[src/rtl/cpu0_fetch_unit.sv]
// cpu0 fetch/prefetch stage: single-outstanding memory reads into a small FIFO.
// Define FETCH_STATS_EN to add redirect_cnt_o, a saturating count of issued JUMPs.
module cpu0_fetch_unit #(
  parameter int FIFO_DEPTH = 4,
  parameter int ADDR_W     = 13,
  parameter int DATA_W     = 16
) (
  input  logic              clk,
  input  logic              pon_rst_n_i,
  output logic              mem_req_o,
  output logic [ADDR_W-1:0] mem_addr_o,
  input  logic              mem_ack_i,
  input  logic [DATA_W-1:0] mem_rdata_i,
  input  logic              cpu_halt_i,
  output logic [DATA_W-1:0] instruction_o,
  output logic              instr_valid_o,
`ifdef FETCH_STATS_EN
  output logic [7:0]        redirect_cnt_o,
`endif
  output logic              fetch_idle_o
);

  localparam int PTR_W = $clog2(FIFO_DEPTH);
  localparam int CNT_W = PTR_W + 1;

  typedef enum logic {
    RUN    = 1'b0,
    HALTED = 1'b1
  } state_t;

  state_t state_q, state_d;

  logic [DATA_W-1:0] fifo_q [FIFO_DEPTH];
  logic [PTR_W-1:0]  rd_ptr_q, wr_ptr_q;
  logic [CNT_W-1:0]  cnt_q;
  logic [ADDR_W-1:0] pc_q, pc_d;
  logic              drop_q;

  logic [DATA_W-1:0] head;
  logic [3:0]        opc;
  logic              issue, is_jump, is_halt, flush;
  logic              resp, push, can_fetch;

  assign head  = fifo_q[rd_ptr_q];
  assign opc   = head[DATA_W-1 -: 4];
  assign issue = (cnt_q != '0) && !cpu_halt_i && (state_q == RUN);

  assign is_jump = issue && (opc == 4'b0100);
  assign is_halt = issue && (opc == 4'b1111);
  assign flush   = is_jump || is_halt;

  assign resp = mem_req_o && mem_ack_i;
  assign push = resp && !drop_q && !flush;

  assign instr_valid_o = issue;
  assign instruction_o = issue ? head : '0;
  assign fetch_idle_o  = !mem_req_o && (cnt_q == '0);

  always_comb begin
    state_d = state_q;
    unique case (state_q)
      RUN:     if (is_halt) state_d = HALTED;
      HALTED:  state_d = HALTED;
      default: state_d = RUN;
    endcase
  end

  always_ff @(posedge clk or negedge pon_rst_n_i) begin
    if (!pon_rst_n_i) state_q <= RUN;
    else              state_q <= state_d;
  end

  // A dropped response does not advance fetch_pc: it already points at the redirect target.
  always_comb begin
    pc_d = pc_q;
    if (is_jump)
      pc_d = head[ADDR_W-1:0];
    else if (resp && !drop_q)
      pc_d = pc_q + ADDR_W'(1);
  end

  assign can_fetch = !mem_req_o && (state_d == RUN) &&
                     (cnt_q < CNT_W'(FIFO_DEPTH));

  always_ff @(posedge clk or negedge pon_rst_n_i) begin
    if (!pon_rst_n_i) begin
      mem_req_o  <= 1'b0;
      mem_addr_o <= '0;
      pc_q       <= '0;
      drop_q     <= 1'b0;
    end else begin
      pc_q <= pc_d;
      if (mem_req_o) begin
        if (mem_ack_i) mem_req_o <= 1'b0;
      end else if (can_fetch) begin
        mem_req_o  <= 1'b1;
        mem_addr_o <= pc_d;
      end
      if (resp)
        drop_q <= 1'b0;
      else if (mem_req_o && flush)
        drop_q <= 1'b1;
    end
  end

  always_ff @(posedge clk or negedge pon_rst_n_i) begin
    if (!pon_rst_n_i) begin
      rd_ptr_q <= '0;
      wr_ptr_q <= '0;
      cnt_q    <= '0;
    end else if (flush) begin
      rd_ptr_q <= '0;
      wr_ptr_q <= '0;
      cnt_q    <= '0;
    end else begin
      if (push)  wr_ptr_q <= wr_ptr_q + PTR_W'(1);
      if (issue) rd_ptr_q <= rd_ptr_q + PTR_W'(1);
      if (push && !issue)
        cnt_q <= cnt_q + CNT_W'(1);
      else if (issue && !push)
        cnt_q <= cnt_q - CNT_W'(1);
    end
  end

  always_ff @(posedge clk or negedge pon_rst_n_i) begin
    if (!pon_rst_n_i) begin
      for (int i = 0; i < FIFO_DEPTH; i++) fifo_q[i] <= '0;
    end else if (push) begin
      fifo_q[wr_ptr_q] <= mem_rdata_i;
    end
  end

`ifdef FETCH_STATS_EN
  logic [7:0] rc_q;

  always_ff @(posedge clk or negedge pon_rst_n_i) begin
    if (!pon_rst_n_i)
      rc_q <= 8'd0;
    else if (is_jump && (rc_q != 8'hFF))
      rc_q <= rc_q + 8'd1;
  end

  assign redirect_cnt_o = rc_q;
`endif

endmodule

[config.mk]
export PLATFORM = sky130hd
export DESIGN_NAME = cpu0_fetch_unit
export DESIGN_NICKNAME = d
export VERILOG_FILES = /design/src/rtl/cpu0_fetch_unit.sv
export SDC_FILE = /design/constraint.sdc
export NUM_CORES = 1
export LEC_CHECK = 0
export CAP_MARGIN = 20
export CORE_ASPECT_RATIO = 1.75
export CORE_MARGIN = 2
export CORE_UTILIZATION = 23
export CTS_BUF_LIST = sky130_fd_sc_hd__clkbuf_2
export DETAILED_ROUTE_END_ITERATION = 10
export PLACE_DENSITY = 0.43
export SLEW_MARGIN = 40
export SYNTH_ARGS = -nofsm -noshare
export SYNTH_HDL_FRONTEND = slang
export SYNTH_SLANG_ARGS = --single-unit
[constraint.sdc]
create_clock -name clk -period 3.99 [get_ports clk]
set_clock_uncertainty 0.2 [all_clocks]
set_input_delay 0.798 -clock clk [delete_from_list [all_inputs] [get_ports clk]]
set_output_delay 0.798 -clock clk [all_outputs]
set_load 0.02 [all_outputs]
=== Word-level counts from Yosys, hierarchy flattened ===
Index checks and enable logic that the tools add are counted.

* Bits in registers: 100
* Output and inout bits: 32
* Word-level logic and storage cells: 79

* Add/subtract/negate cells: 5
* Order comparisons: 4
* Equal/unequal tests: 2
* Multiplexer cells: 23
* Bitwise gates (word level): 5
* Reductions and logical operators: 28

{| class="wikitable"
|+ Operators by type and width
! operator !! count
|-
| 64-bit bitwise mux || 1
|-
| 16-bit two-way mux || 4
|-
| 16-bit binary-select mux with 2-bit select || 1
|-
| 16-bit demux with 2-bit select || 1
|-
| 13-bit two-way mux || 2
|-
| 1-bit logical AND || 14
|-
| 13-bit by 1-bit adder with 13-bit output (second input constant) || 1
|-
| 3-bit two-way mux || 3
|-
| 2-bit two-way mux || 4
|-
| 3-bit >= comparator (second input constant) || 2
|-
| 1-bit logical NOT || 6
|-
| 1-bit two-way mux || 6
|-
| 2-bit inverter with 3-bit output || 2
|-
| 2-bit nonzero test || 3
|-
| 3-bit nonzero test || 2
|-
| 2-bit by 1-bit adder with 2-bit output (second input constant) || 2
|-
| 4-bit by 3-bit equality test with 1-bit output (second input constant) || 1
|-
| 4-bit equality test (second input constant) || 1
|-
| 3-bit by 1-bit adder with 3-bit output (second input constant) || 1
|-
| 3-bit logical NOT || 1
|-
| 3-bit by 1-bit < comparator with 1-bit output (second input constant) || 1
|-
| 3-bit < comparator (second input constant) || 1
|-
| 1-bit inverter || 3
|-
| 3-bit by 1-bit subtractor with 3-bit output (second input constant) || 1
|-
| other kinds (3) || 3
|}

=== Logic depth before layout (Yosys ltp) ===
* Depth after elaboration: 14
* Depth in mapped cells: 10
* Mapped depth without buffers: 9

=== Least setup slack after synthesis ===
Ideal clock, no wire load.

* Kind: in2reg
* Start: in cpu_halt_i
* End: reg mem_addr_o[11]
* Data arrival time: 2.536 ns
* Slack: 1.129 ns
* Cell stages on the path: 6
* Path through: nor2_1 -> and3_1 -> a211o_1 -> clkbuf_1 -> clkbuf_1 -> mux2_2

* Cells in the longest elaborated chain, start to end: 10
* Elaborated cells on any way between the ends: 12
* Classes of those cells: mux: 3; bitwise: 1; reduce/logical: 8

{| class="wikitable"
|+ Ends and longest elaborated chain
! element !! line !! text
|-
| start: declaration || 14 || <nowiki>input logic cpu_halt_i,</nowiki>
|-
| 1-bit logical NOT * || 46 || <nowiki>assign issue = (cnt_q != '0) && !cpu_halt_i && (state_q == RUN);</nowiki>
|-
| 1-bit logical AND * (2 in a row) || 46 ||
|-
| 1-bit logical AND || 49 || <nowiki>assign is_halt = issue && (opc == 4'b1111);</nowiki>
|-
| 1-bit two-way mux || 62 || <nowiki>RUN: if (is_halt) state_d = HALTED;</nowiki>
|-
| 1-bit case mux with 2 select lines || 61 || <nowiki>unique case (state_q)</nowiki>
|-
| 1-bit inverter || 82 || <nowiki>assign can_fetch = !mem_req_o && (state_d == RUN) &&</nowiki>
|-
| 1-bit logical AND (2 in a row) || 82 ||
|-
| 2-bit AND reduction (no source line) || - ||
|-
| end signal: assignment || 97 || <nowiki>mem_addr_o <= pc_d;</nowiki>
|-
| end: declaration || 11 || <nowiki>output logic [ADDR_W-1:0] mem_addr_o,</nowiki>
|}

Mark *: on every way between the ends. The rest lies on a longest branch, timed or not.
A chain may end at the register's enable or synchronous reset.

=== Worst setup path after layout ===
* Start: reg rd_ptr_q[1]
* End: out instruction_o[10]

* Cells in the longest elaborated chain, start to end: 5

{| class="wikitable"
|+ Ends and longest elaborated chain
! element !! line !! text
|-
| start: declaration || 34 || <nowiki>logic [PTR_W-1:0] rd_ptr_q, wr_ptr_q;</nowiki>
|-
| start signal: assignment || 117 || <nowiki>if (issue) rd_ptr_q <= rd_ptr_q + PTR_W'(1);</nowiki>
|-
| 2-bit inverter with 3-bit output (not written as such) || 44 || <nowiki>assign head = fifo_q[rd_ptr_q];</nowiki>
|-
| 16-bit binary-select mux with 2-bit select || 44 ||
|-
| 16-bit two-way mux (not written as such) (2 in a row) || 44 ||
|-
| 16-bit two-way mux || 56 || <nowiki>assign instruction_o = issue ? head : '0;</nowiki>
|-
| end: declaration || 15 || <nowiki>output logic [DATA_W-1:0] instruction_o,</nowiki>
|}

No other way between the ends. The select of a mux whose other input is x is not followed.

==> impl_summary.md <==
Timing
The number of max-slew violations in the final report is 0. Setup repair after global routing left no endpoint under its margin. For the final routed database, the setup TNS stands at 0 ns. The pin slew with the least headroom to its limit is approximately 0.76 ns. Setup violations remaining at the end of the flow were counted as 0. The maximum operating frequency is 261.9 MHz. In this run the tightest slew margin relative to its limit is 0.4965.

In the finished design, the share of the clock period the worst path needs comes to 0.9569. The total count of hold-check failures in the final report is 0. The worst path in the final design needs a cycle of 3.818 ns, including I/O delays and setup. The worst path setup slack after routing is 0.1720 ns.

Clocking
The maximum count of clock buffers along a single path is 2. The clock network latency to the later pin of the worst-skew pair is 0.58 ns. The TritonCTS buffer count is 9. The buffer count from post-CTS setup fixing is 0. The clock drives 100 sinks. The tree is rooted in a clkbuf_2. The clock tree synthesis step divided the H-tree into 3 levels.

After clock tree synthesis, the clock-pin slew on the worst setup and hold paths is 0.31 ns. The CTS tree is built.

Die
The die is about 110 um wide. For this configuration, the core starts out at a cell density of 0.2339. The core region is 0.02029 sq mm. The row count is 69. 52 I/O pins were placed.

The floorplan step defined a die boundary enclosing between 0.02 and 0.025 sq mm. The die height is 194 um.

Drt
For this block, the via count after detailed routing is 2,973. The wire length reported by the detailed router is 11.79 mm. The residual antenna-violating net count after detailed routing is 0.

In the routed layout, each cell is associated on average with a via count of ~4.5. The detailed-route wire length per cell is 17.78 um. The first TritonRoute pass finished after 4 iterations.

The remaining design rule violation count is 0. For this block, the initial DRC count from the detailed router was 93.

Power
In this run the power density over the cells is 822.4 mW/mm^2. The worst-case IR drop observed on VDD is 0.2958 mV. The total leakage power is about 2.5 nW.

Synth
In the synthesized netlist the async set-or-reset flop fraction comes to 1.000. Counting every net in the synthesized netlist gives 378. The post-synthesis register bit count is 100. The number of enable-type register cells in the synthesized netlist is 0.

Each instance of the synthesized netlist takes up on average 13.48 sq um. For this run, the register share of the synthesized area comes to 0.5274. For this run, the number of Yosys warnings is 0. In the synthesized netlist the dominant register cell turns out to be dfrtp_1. The number of distinct standard cells referenced by the synthesized netlist is 41. The netlist area before placement is 0.004745 sq mm. In the synthesized netlist, the number of instances is 352.

Run status
The run finished with clean final reports.

Placed design
The quantity of I/O buffers inserted on ports is 51. Once placement finished, the instance area stood at 0.005562 sq mm. The weighted congestion reported at the end of routability-driven placement is about 0.74. The post-place setup slack is ~0.56 ns.

Detailed placement ended at an HPWL of ~8.5 mm.

Critical path
For the worst setup path, the data arrival time is 2.82 ns. The cell depth of the worst flop-to-flop path is 5. The worst endpoint required time is 2.99 ns. The endpoint kind of the worst setup timing path is an output pin.

The critical path in this run is classified as reg2out. The highest net fanout along the worst path is 15. The startpoint type of the worst setup path is a flop.

Global routing
The number of global-route vias before repair is 3,334. The number of antenna violations at the first check in global routing is 1. The global-route usage over all layers is 0.1129. For this run, global-route usage on met2 was measured as 0.2191. The first global-routing pass estimated 18.89 mm of wire. The peak-usage layer in the global routing report is met2. For met1 alone, demand over resource in global routing was 0.1213. The met3 layer usage reported by global route is 0.01844. Entering global routing, the biggest net connects 57 pins. The total overflow reported by the global router is 0.

Cells and area
In the final layout, the share of cells above drive strength 1 is 0.2923. After filler insertion, the fill cell instance count of the layout stands at roughly 2,000. In the layout the commonest cells are dfrtp_1, mux2_2, clkdlybuf4s50_1. The post-synthesis to final-layout area growth is 20.75%. For this run, the post-layout net count is 435. Leaving out fill and tap cells, the most frequent cell in the layout is dfrtp_1.

The final instance area is around 0.0057 sq mm. Measured on the finished design, the core utilization comes to 0.2824.

Job
The reported max-cap violation count is 0.

Worst hold path
Along the worst hold path, the cell count comes to 1. The worst min-delay path class is reg2reg.
cells in the mapped netlist (2+ instances only):
library cell	instances	area, sq um
inv_1	7	26.28
mux2_4	5	75.07
nand2_1	22	82.58
nand3_1	5	25.02
buf_1	2	7.510
o31ai_1	5	37.54
mux4_1	7	183.9
buf_2	2	10.01
mux2_1	5	56.30
nand4_1	6	37.54
buf_6	4	45.04
xor2_1	5	43.79
mux4_2	9	202.7
and3_1	20	125.1
mux2_2	70	788.3
xnor2_1	10	87.58
nor2_1	22	82.58
nor3_1	4	20.02
a21oi_1	5	25.02
ha_1	5	62.56
dfrtp_1	100	2502
a211o_1	2	17.52
nor4_1	2	12.51
nor2_2	2	12.51
clkbuf_1	9	33.78
o21ai_0	2	10.01
flip-flops by register name, summed over array words and instances (netlist names), 2 cells and up:
| register | count |
|---|---|
| rd_ptr_q | 2 |
| fifo_q | 64 |
| pc_q | 13 |
| mem_addr_o | 13 |
| wr_ptr_q | 2 |
| cnt_q | 3 |
critical path: stages (launching register included):
cell             delay, ns
dfrtp_1               0.89
buf_4                 0.25
mux4_2                0.33
and3_1                0.20
clkdlybuf4s50_1       0.54
worst paths after layout:
| kind | start | endpoint | slack [ns] |
|---|---|---|---|
| worst max-delay path | rd_ptr_q[1] | instruction_o[10] | 0.17 |
| worst min-delay path | fifo_q[57] | fifo_q[57] | 0.33 |
| worst max register to register | rd_ptr_q[1] | mem_addr_o[2] | 0.90 |
| worst min register to register | fifo_q[57] | fifo_q[57] | 0.33 |
| max in group asynchronous | pon_rst_n_i | fifo_q[30] | 2.43 |
| min in group asynchronous | pon_rst_n_i | fifo_q[9] | 0.46 |
cell families (layout without fill, tap and decap cells):
family	count (synthesis)	after routing	synth area share
and+or+nand+nor	91	91	0.09758
xor gates and xnor gates	15	15	0.02769
other	0	1	0
buffers and inverters	25	87	0.02743
muxes	96	96	0.2753
AOI/OAI and AO/OA	19	19	0.02717
DFF	100	100	0.5274
adders and majority gates	6	6	0.01741
layer usage:
metal | routed length (um) | part of all wire
met4 | 171 | 0.015
met5 | 0 | 0
met1 | 4599 | 0.39
met3 | 284 | 0.024
met2 | 6729 | 0.57
power by group:
part	internal, W	switching (W)
registers	0.00151	0.000327
logic	0.00121	0.00109
clock network	0.000218	0.000366
area by class of cell:
type	instances	area (sq um)	share of cell area
diodes	1	2.502	0.0004368
flip-flops and latches	100	2502	0.4368
well taps	248	310.3	0.05416
inverters	7	26.28	0.004586
clock inverters	6	96.34	0.01682
clock buffers	10	50.05	0.008736
repair buffers	64	628.1	0.1096
multi-input cells	227	2113	0.3689
per-stage QoR:
stage          std cells  total power [W]  hold slack, ns
2_1_floorplan        352         0.003354          0.2492
3_3_place_gp         645         0.004158          0.2692
3_5_place_dp         645         0.004216          0.2734
4_1_cts              662         0.004806          0.3300
5_1_grt              663         0.005056          0.3515
6_report             663         0.004712          0.3273
repair_timing:
| item | CTS | global route |
|---|---|---|
| resized for setup | 0 | 1 |
| endpoints found under the hold margin | 17 | 0 |
| hold buffers | 1 | 0 |
| endpoints found under the setup margin | 0 | 1 |
(Power assumes the default switching activity.)
